`src/rtl/led_pwm_pkg.sv`:
```
// Shared constants and helpers for the LED PWM driver slice.
// The optional gamma stage is enabled with `define LED_PWM_GAMMA_EN.
`ifndef LED_PWM_PKG_MACROS
`define LED_PWM_PKG_MACROS
`define LED_PWM_PERIOD_MAX(w) ((1 << (w)) - 2)
`define LED_PWM_FULL_ON(w) ((1 << (w)) - 1)
`define LED_PWM_SLICE(bus, i, w) bus[(i)*(w) +: (w)]
`endif

package led_pwm_pkg;

  // Counter width for a modulo-n counter, never narrower than one bit.
  function automatic int cnt_w(input int n);
    return (n > 1) ? $clog2(n) : 1;
  endfunction

endpackage

```
`src/rtl/led_pwm_if.sv`:
```
// Duty-load / PWM-output bundle between a duty source and led_pwm_driver.
interface led_pwm_if
  import led_pwm_pkg::*;
#(
  parameter int WIDTH    = 8,
  parameter int CHANNELS = 1
);
  logic                        ena;
  logic [CHANNELS*WIDTH-1:0]   duty;
  logic                        duty_valid;
  logic [CHANNELS-1:0]         pwm_out;
  logic                        period_tick;
  logic                        update_done;

  modport master (
    output ena, duty, duty_valid,
    input  pwm_out, period_tick, update_done
  );

  modport slave (
    input  ena, duty, duty_valid,
    output pwm_out, period_tick, update_done
  );
endinterface

```
`src/rtl/led_pwm_prescaler.sv`:
```
// Divides clk by PRESCALE into a one-cycle PWM step strobe while ena is high.
module led_pwm_prescaler
  import led_pwm_pkg::*;
#(
  parameter int PRESCALE = 1
) (
  input  logic clk,
  input  logic rst_n,
  input  logic ena,
  output logic step
);
  localparam int            CW   = cnt_w(PRESCALE);
  localparam logic [CW-1:0] LAST = CW'(PRESCALE - 1);

  logic [CW-1:0] pre_cnt_q, pre_cnt_d;

  assign step = ena && (pre_cnt_q == LAST);

  always_comb begin
    pre_cnt_d = pre_cnt_q;
    if (ena) pre_cnt_d = step ? '0 : pre_cnt_q + 1'b1;
  end

  always_ff @(posedge clk or negedge rst_n) begin
    if (!rst_n) pre_cnt_q <= '0;
    else        pre_cnt_q <= pre_cnt_d;
  end
endmodule

```
`src/rtl/led_pwm_driver.sv`:
```
// Multi-channel period-aligned LED PWM with shadowed duty registers.
// Define LED_PWM_GAMMA_EN to store a squared (gamma-corrected) duty at commit.
module led_pwm_driver
  import led_pwm_pkg::*;
#(
  parameter int WIDTH    = 8,
  parameter int CHANNELS = 1,
  parameter int PRESCALE = 1
) (
  input  logic        clk,
  input  logic        rst_n,
  led_pwm_if.slave    bus
);
  localparam logic [WIDTH-1:0] PERIOD_MAX = WIDTH'(`LED_PWM_PERIOD_MAX(WIDTH));
`ifdef LED_PWM_GAMMA_EN
  localparam logic [WIDTH-1:0] FULL_ON    = WIDTH'(`LED_PWM_FULL_ON(WIDTH));
`endif

  // Mapping applied once per commit; the compare path never sees a multiplier.
  function automatic logic [WIDTH-1:0] gamma_map(input logic [WIDTH-1:0] a);
`ifdef LED_PWM_GAMMA_EN
    logic [2*WIDTH-1:0] prod;
    prod = (2*WIDTH)'(a) * (2*WIDTH)'(a) + (2*WIDTH)'(FULL_ON);
    return prod[2*WIDTH-1:WIDTH];
`else
    return a;
`endif
  endfunction

  logic             step;
  logic             boundary;
  logic             commit;
  logic [WIDTH-1:0] pcnt_q, pcnt_d;
  logic             pending_q, pending_d;
  logic             period_tick_q;
  logic             update_done_q;

  led_pwm_prescaler #(.PRESCALE(PRESCALE)) u_prescaler (
    .clk   (clk),
    .rst_n (rst_n),
    .ena   (bus.ena),
    .step  (step)
  );

  assign boundary = step && (pcnt_q == PERIOD_MAX);
  // A load landing on the boundary itself is committed in the same boundary.
  assign commit   = boundary && (pending_q || bus.duty_valid);

  always_comb begin
    pcnt_d = pcnt_q;
    if (step) pcnt_d = boundary ? '0 : pcnt_q + 1'b1;
    pending_d = pending_q;
    if (boundary)            pending_d = 1'b0;
    else if (bus.duty_valid) pending_d = 1'b1;
  end

  always_ff @(posedge clk or negedge rst_n) begin
    if (!rst_n) begin
      pcnt_q        <= '0;
      pending_q     <= 1'b0;
      period_tick_q <= 1'b0;
      update_done_q <= 1'b0;
    end else begin
      pcnt_q        <= pcnt_d;
      pending_q     <= pending_d;
      period_tick_q <= boundary;
      update_done_q <= commit;
    end
  end

  assign bus.period_tick = period_tick_q;
  assign bus.update_done = update_done_q;

  for (genvar i = 0; i < CHANNELS; i++) begin : g_ch
    logic [WIDTH-1:0] shadow_q;
    logic [WIDTH-1:0] active_q;
    logic [WIDTH-1:0] src;
    logic             pwm_q;

    assign src = bus.duty_valid ? `LED_PWM_SLICE(bus.duty, i, WIDTH) : shadow_q;

    always_ff @(posedge clk or negedge rst_n) begin
      if (!rst_n) begin
        shadow_q <= '0;
        active_q <= '0;
        pwm_q    <= 1'b0;
      end else begin
        if (bus.duty_valid) shadow_q <= `LED_PWM_SLICE(bus.duty, i, WIDTH);
        if (commit)         active_q <= gamma_map(src);
        if (bus.ena)        pwm_q    <= (pcnt_q < active_q);
      end
    end

    assign bus.pwm_out[i] = pwm_q;
  end
endmodule
```
`src/flat_wrapper.sv`:
```
// flat-port wrapper written by rule: the top's interface ports become plain ports
module led_pwm_driver_flat import led_pwm_pkg::*;
#(
  parameter int WIDTH    = 8,
  parameter int CHANNELS = 1,
  parameter int PRESCALE = 1
)
  (clk, rst_n, bus_ena, bus_duty, bus_duty_valid, bus_pwm_out, bus_period_tick, bus_update_done);
  led_pwm_if #(.WIDTH(WIDTH), .CHANNELS(CHANNELS)) bus_i ();
  input  logic clk;
  input  logic rst_n;
  input wire logic [$bits(bus_i.ena)-1:0] bus_ena;
  input wire logic [$bits(bus_i.duty)-1:0] bus_duty;
  input wire logic [$bits(bus_i.duty_valid)-1:0] bus_duty_valid;
  output wire logic [$bits(bus_i.pwm_out)-1:0] bus_pwm_out;
  output wire logic [$bits(bus_i.period_tick)-1:0] bus_period_tick;
  output wire logic [$bits(bus_i.update_done)-1:0] bus_update_done;
  assign bus_i.ena = bus_ena;
  assign bus_i.duty = bus_duty;
  assign bus_i.duty_valid = bus_duty_valid;
  assign bus_pwm_out = bus_i.pwm_out;
  assign bus_period_tick = bus_i.period_tick;
  assign bus_update_done = bus_i.update_done;
  led_pwm_driver #(.WIDTH(WIDTH), .CHANNELS(CHANNELS), .PRESCALE(PRESCALE)) u_core (.clk(clk), .rst_n(rst_n), .bus(bus_i));
endmodule
```
`config.mk`:
```
export PLATFORM = sky130hd
export DESIGN_NAME = led_pwm_driver_flat
export DESIGN_NICKNAME = d
export VERILOG_FILES = /design/src/rtl/led_pwm_pkg.sv /design/src/rtl/led_pwm_if.sv /design/src/rtl/led_pwm_prescaler.sv /design/src/rtl/led_pwm_driver.sv /design/src/flat_wrapper.sv
export SDC_FILE = /design/constraint.sdc
export NUM_CORES = 1
export LEC_CHECK = 0
export CORE_AREA = 2 2 79 51
export DETAILED_ROUTE_END_ITERATION = 8
export DIE_AREA = 0 0 81 53
export MAX_ROUTING_LAYER = met4
export PLACE_DENSITY_LB_ADDON = 0.08
export SLEW_MARGIN = 20
export SYNTH_ARGS = -nofsm -noshare
export SYNTH_HDL_FRONTEND = slang
export SYNTH_SLANG_ARGS = --single-unit
```
`constraint.sdc`:
```
create_clock -name clk -period 3.3 [get_ports clk]
set_input_delay 0.495 -clock clk [delete_from_list [all_inputs] [get_ports clk]]
set_output_delay 0.495 -clock clk [all_outputs]
set_load 0.02 [all_outputs]
```
# After elaboration in Yosys (flattened, before gate mapping)
# Index checks and enable logic that the tools add are counted.
totals:
  reg_bits: 29
  input_bits: 12
  output_inout_bits: 3
  wordCells: 23
op_classes:
  add_sub_neg: 2
  n_lt_le_gt_ge: 1
  n_eq_ne: 1
  n_mux: 5
  bitwise_logic: 1
  n_reduce_logical: 5
op_table:
  columns: ["op", "n"]
  rows:
  - ["$mux W8", 2]
  - ["$add A8 B1 Y8 const B", 1]
  - ["$eq A8 B8 Y1 const B", 1]
  - ["$lt A8 B8 Y1", 1]
  - ["$logic_and A1 B1 Y1", 3]
  - ["$mux W1", 3]
  - ["$reduce_bool A2 Y1", 1]
  - ["$add A1 B1 Y1 const B", 1]
  - ["$logic_or A1 B1 Y1", 1]
  - ["$not A1 Y1", 1]

# Depth between registers and ports, before layout
logic_depth:
  ltp_word: 4
  mapped_depth: 6
  mapped_depth_nobuf: 6

# Modules after synthesis
# A second synthesis with hierarchy kept.
unflattened:
  hier_cells: 118
  hier_area_um2: 1372.6
modules_own_cells:
  columns: ["mod", "n_inst", "cells_per_inst", "area_each_um2", "seq_area_each_um2"]
  rows:
  - ["led_pwm_driver", 1, 115, 1332.5, 700.7]
  - ["led_pwm_prescaler", 1, 3, 40.0, 25.0]

# Worst setup path before layout
# Ideal clock, no wire load.
synth_path:
  kind: "input to register"
  startpoint: "input bus_duty_valid"
  endpoint: "register u_core.g_ch[0].active_q[0]"
  setup_time_ns: 0.125
  arrival_ns: 1.574
  required_ns: 3.175
  slack_ns: 1.602
  stages: 4
  path_buffers: 1
  cell_sequence: "clkbuf_1 nor2_1 nor3_4 mux2_2"
synth_between:
  elab_chain_len: 2
  word_cells_on_any_way: 3
  cone_classes: "mux (1); reduce/logical (2)"
synth_rtl:
  columns: ["item", "line_no", "source"]
  rows:
  - ["start: declaration", "flat_wrapper.sv:14", "input wire logic [$bits(bus_i.duty_valid)-1:0] bus_duty_valid;"]
  - ["$logic_or A1 B1 Y1", "led_pwm_driver.sv:47", "assign commit = boundary && (pending_q || bus.duty_valid);"]
  - ["$logic_and A1 B1 Y1", "led_pwm_driver.sv:47", null]
  - ["named net u_core.commit", "led_pwm_driver.sv:32", "logic commit;"]
  - ["end signal: assignment", "led_pwm_driver.sv:89", "if (commit) active_q <= gamma_map(src);"]
  - ["end: declaration", "led_pwm_driver.sv:76", "logic [WIDTH-1:0] active_q;"]
# The timed path passes the listed nets, and every way through them passes these cells.
# A chain may end at the register's enable or synchronous reset.

# Worst setup path after layout
layout_path:
  startpoint: "input bus_ena"
  endpoint: "register u_core.g_ch[0].active_q[3]"
layout_between:
  elab_chain_len: 3
layout_rtl:
  columns: ["item", "line_no", "source"]
  rows:
  - ["start: declaration", "flat_wrapper.sv:12", "input wire logic [$bits(bus_i.ena)-1:0] bus_ena;"]
  - ["$logic_and A1 B1 Y1", "led_pwm_prescaler.sv:17", "assign step = ena && (pre_cnt_q == LAST);"]
  - ["$logic_and A1 B1 Y1", "led_pwm_driver.sv:45", "assign boundary = step && (pcnt_q == PERIOD_MAX);"]
  - ["$logic_and A1 B1 Y1", "led_pwm_driver.sv:47", null]
  - ["named net u_core.commit", "led_pwm_driver.sv:32", null]
# The timed path passes the listed nets, and every way through them passes these cells.

==> results.rst <==
.. list-table::
   :header-rows: 1

   * - Metric
     - Value
   * - Maximum buffer depth of the clock tree
     - 2
   * - Worst vdd rail ir drop
     - a little under 0.0003 V
   * - HP Class
     - reg2reg
   * - Share of the cycle needed by the critical path after routing
     - 66.3%
   * - Fraction of the core area covered by cells at the end of the flow
     - 47.1%
   * - Clock tree from TritonCTS
     - done
   * - CP Cell Sequence
     - clkdlybuf4s50_1, and4b_1, nand2_4, nor3_4, mux2_2
   * - # Max-Cap Violations
     - 0
   * - Number of failing hold endpoints at the final stage
     - 0
   * - Remaining number of nets flagged by the antenna check after routing
     - 0
   * - Maximum number of pins on one net before global-route repair
     - 30
   * - Count of final setup violators
     - 0
   * - Final Critical Period
     - approximately 2.2 ns
   * - Number of cells produced by synthesis
     - 117
   * - Slew of the pin with the lowest slew margin
     - 0.439 ns
   * - Starting DRC count in detailed routing
     - 89
   * - Antenna fix cells
     - 0
   * - Clock Skew
     - 0.00548 ns
   * - Aggregate negative setup slack
     - 0 ns
   * - Crit path arrival time
     - 2.35 ns
   * - Relative slew margins
     - 70.6%
   * - Critical path's largest stage delay
     - 0.54 ns
   * - Clock group share of total power
     - 28.5%
   * - Register area share after synthesis
     - between 50 and 60%
   * - Setup repair after global routing missed its margin
     - no
   * - Power per standard cell area
     - around 600 mW/mm²
   * - Startpoint Class
     - input pin
   * - Critical-path cell with the highest stage delay
     - sky130_fd_sc_hd__clkdlybuf4s50_1
   * - I/O Pins
     - 15
   * - Element type at the critical path end
     - flip-flop
   * - Remaining global-route overflow
     - 0
   * - Die Wd
     - 81 µm
   * - Signed area change from the synthesized netlist to the final layout
     - 20.4%
   * - Number of buffers inserted for hold repair after clock tree synthesis
     - 0
   * - Worst Setup Path Type
     - in2reg
   * - Die boundary height
     - ~53 µm
   * - Starting Density
     - 39.1%
   * - Top library cells by usage in the layout, fill and taps aside
     - sky130_fd_sc_hd__dfrtp_1 (29), sky130_fd_sc_hd__mux2_2 (16), sky130_fd_sc_hd__clkdlybuf4s50_1 (14)
   * - Initial antenna violation count
     - 0
   * - Global routing usage summed across all routing layers
     - 15.7%
   * - Leakage power of the design
     - 0.748 nW
   * - Source-to-sink clock delay at the later pin of the worst-skew pair
     - between 0.2 and 0.3 ns
   * - Std cell rows
     - 17
   * - Global-route wire length before repair
     - 4550 µm
   * - Final routed wirelength across all metal layers
     - 2640 µm
   * - Final number of max-transition violations
     - 0
   * - Count of distinct cell types in the synthesized netlist
     - 29
   * - Full die area
     - 0.00429 mm²
   * - Yosys warning count
     - 0
   * - Post-CTS Setup Repair Bufs
     - 0
   * - Post-synth net total
     - 138
   * - H-tree level count
     - 2
   * - Remaining DRCs
     - 0
   * - Ratio of cells with drive above 1 in the final layout
     - 19.0%
   * - Switching component of the power
     - 0.000323 W
   * - Average via count per standard cell
     - 5.19
   * - Routability Congestion
     - 0.795
   * - Achievable frequency
     - between 0.4 and 0.5 GHz
   * - Clock transition at the registers of the reported paths
     - approximately 0.06 ns
   * - Top Family by Delay on Critical Path
     - simple AND/OR/NAND/NOR gates
   * - Resize count post-CTS
     - 0
   * - Sequential share of power
     - 47.3%
   * - Via count
     - between 900 and 1000
   * - Half-perimeter wire length after placement
     - 1930 µm
   * - Yosys reg bits
     - 29
   * - Detailed-router iteration count before antenna repair
     - 4
   * - Std-Cell Core Area
     - 0.00353 mm²
   * - Average footprint of a synthesized cell
     - ~12 µm²
   * - Outcome
     - finished clean
   * - IO Port Bufs
     - 14
   * - Via count of the first global-routing pass
     - 969
   * - Fill cells
     - between 300 and 400
   * - Area of the mapped netlist
     - 0.00138 mm²
   * - Max FO, Critical Path
     - 9
   * - CP Buf/Inv Count
     - 1
   * - Clk root buf
     - sky130_fd_sc_hd__clkbuf_8
   * - TritonCTS Buffers
     - 5
   * - Total clock sinks
     - 29
   * - Post-DR wirelength/cell
     - between 10 and 15 µm
   * - Nets
     - between 150 and 200
   * - Switch share
     - 32.0%
   * - Combinational fraction of design power
     - between 20 and 25%
   * - Internal power of the cells
     - 0.000685 W
   * - Leading cell type in the layout, fill and taps excluded
     - sky130_fd_sc_hd__dfrtp_1
   * - Data required time of the worst path
     - roughly 3.5 ns
   * - Smallest hold slack
     - 0.497 ns
## cells in the mapped netlist
library cell                instances  area [µm²]
sky130_fd_sc_hd__o211ai_1           1        7.51
sky130_fd_sc_hd__dfrtp_1           29         726
sky130_fd_sc_hd__nand3_1            3        15.0
sky130_fd_sc_hd__nand2b_1           2        12.5
sky130_fd_sc_hd__nor2_1             3        11.3
sky130_fd_sc_hd__and3_2             1        7.51
sky130_fd_sc_hd__mux2_2            16         180
sky130_fd_sc_hd__a21oi_1            6        30.0
sky130_fd_sc_hd__a2111oi_0          1        8.76
sky130_fd_sc_hd__o311ai_0           1        8.76
sky130_fd_sc_hd__nand2_4            1        11.3
sky130_fd_sc_hd__clkbuf_4           1        7.51
sky130_fd_sc_hd__ha_1               9         113
sky130_fd_sc_hd__a31oi_1            1        6.26
sky130_fd_sc_hd__nor3_1             2        10.0
sky130_fd_sc_hd__or2b_1             1        7.51
sky130_fd_sc_hd__a41oi_1            1        8.76
sky130_fd_sc_hd__o21ai_0            7        35.0
sky130_fd_sc_hd__nand2_1            7        26.3
sky130_fd_sc_hd__a32oi_1            1        8.76
sky130_fd_sc_hd__nor2b_1            1        6.26
sky130_fd_sc_hd__and2b_1            2        15.0
sky130_fd_sc_hd__and4b_1            2        20.0
sky130_fd_sc_hd__o31ai_1            3        22.5
sky130_fd_sc_hd__clkbuf_1           1        3.75
sky130_fd_sc_hd__and3_1             1        6.26
sky130_fd_sc_hd__nand4_1            2        12.5
sky130_fd_sc_hd__inv_1             10        37.5
sky130_fd_sc_hd__nor3_4             1        16.3
## metal layers
layer  share of wire, %  GRT usage, %  vias to the layer above
met5                  0             -                        -
met4                2.4          9.60                        0
met3                5.3          5.80                        8
met2                 40          19.8                       23
met1                 53          21.0                      467
li1                   -             -                      457
## logic make-up (layout without fill, tap and decap cells)
kind of cell | Yosys count | after routing | synth area share [%]
multiplexers | 16 | 16 | 13.0
flip-flops | 29 | 29 | 52.5
AO/OA/AOI/OAI | 22 | 22 | 9.87
AND/OR/NAND/NOR | 29 | 29 | 12.9
buffers and inverters | 12 | 32 | 3.53
adder cells (fa/ha/maj) | 9 | 9 | 8.15
## power by group through the flow
stage / registers (W) / logic (W) / clock network (W)
6_report: 0.000477 / 0.000244 / 0.000287
5_1_grt: 0.000486 / 0.000281 / 0.000313
4_1_cts: 0.000475 / 0.000244 / 0.000298
3_5_place_dp: 0.000481 / 0.000242 / 0
3_3_place_gp: 0.000479 / 0.000234 / 0
2_1_floorplan: 0.000465 / 0.000163 / 0
## worst register-to-register path: stages (launching register included)
cell and delay, ns:
sky130_fd_sc_hd__dfrtp_1 0.46, sky130_fd_sc_hd__inv_1 0.12, sky130_fd_sc_hd__ha_1 0.26, sky130_fd_sc_hd__nand2_1 0.12
sky130_fd_sc_hd__nor3_4 0.43, sky130_fd_sc_hd__mux2_2 0.39
## area by class of cell
class	instances	area [µm²]	area share, %
Timing Repair Buffer	15	148	8.88
Clock buffer	7	86.3	5.19
Multi-Input combinational cell	76	607	36.5
Tap cell	47	58.8	3.54
Inverter	10	37.5	2.26
Sequential cell	29	726	43.6
## per-stage QoR
stage	instance area, µm²	total power, W	worst slack (ns)	cells
floorplan	1380	0.000628	1.60	117
global placement	1580	0.000713	0.883	177
detailed placement	1580	0.000724	0.835	177
CTS	1660	0.00102	1.14	184
global route	1660	0.00108	0.979	184
finish	1660	0.00101	1.11	184
## state kept, by name (all words and copies together), names as in the netlist
register,flops
u_core.bus.pwm_out,1
u_core.bus.period_tick,1
u_core.bus.update_done,1
u_core.pcnt_q,8
u_core.g_ch.active_q,8
u_core.g_ch.shadow_q,8
u_core.u_prescaler.pre_cnt_q,1
u_core.pending_q,1
## worst paths after layout
kind                                                  from  cells past startpoint                    endpoint  slack [ns]
worst max-delay path                               bus_ena                      5  u_core.g_ch[0].active_q[3]        1.11
worst min-delay path            u_core.g_ch[0].shadow_q[1]                      1  u_core.g_ch[0].shadow_q[1]        0.50
worst max register to register            u_core.pcnt_q[0]                      5  u_core.g_ch[0].active_q[3]        1.40
worst min register to register  u_core.g_ch[0].shadow_q[1]                      1  u_core.g_ch[0].shadow_q[1]        0.50
max in group asynchronous                            rst_n                      2            u_core.pcnt_q[1]        2.42
min in group asynchronous                            rst_n                      2  u_core.g_ch[0].shadow_q[4]        0.60
Note: power is estimated with default switching activity, not from simulation.
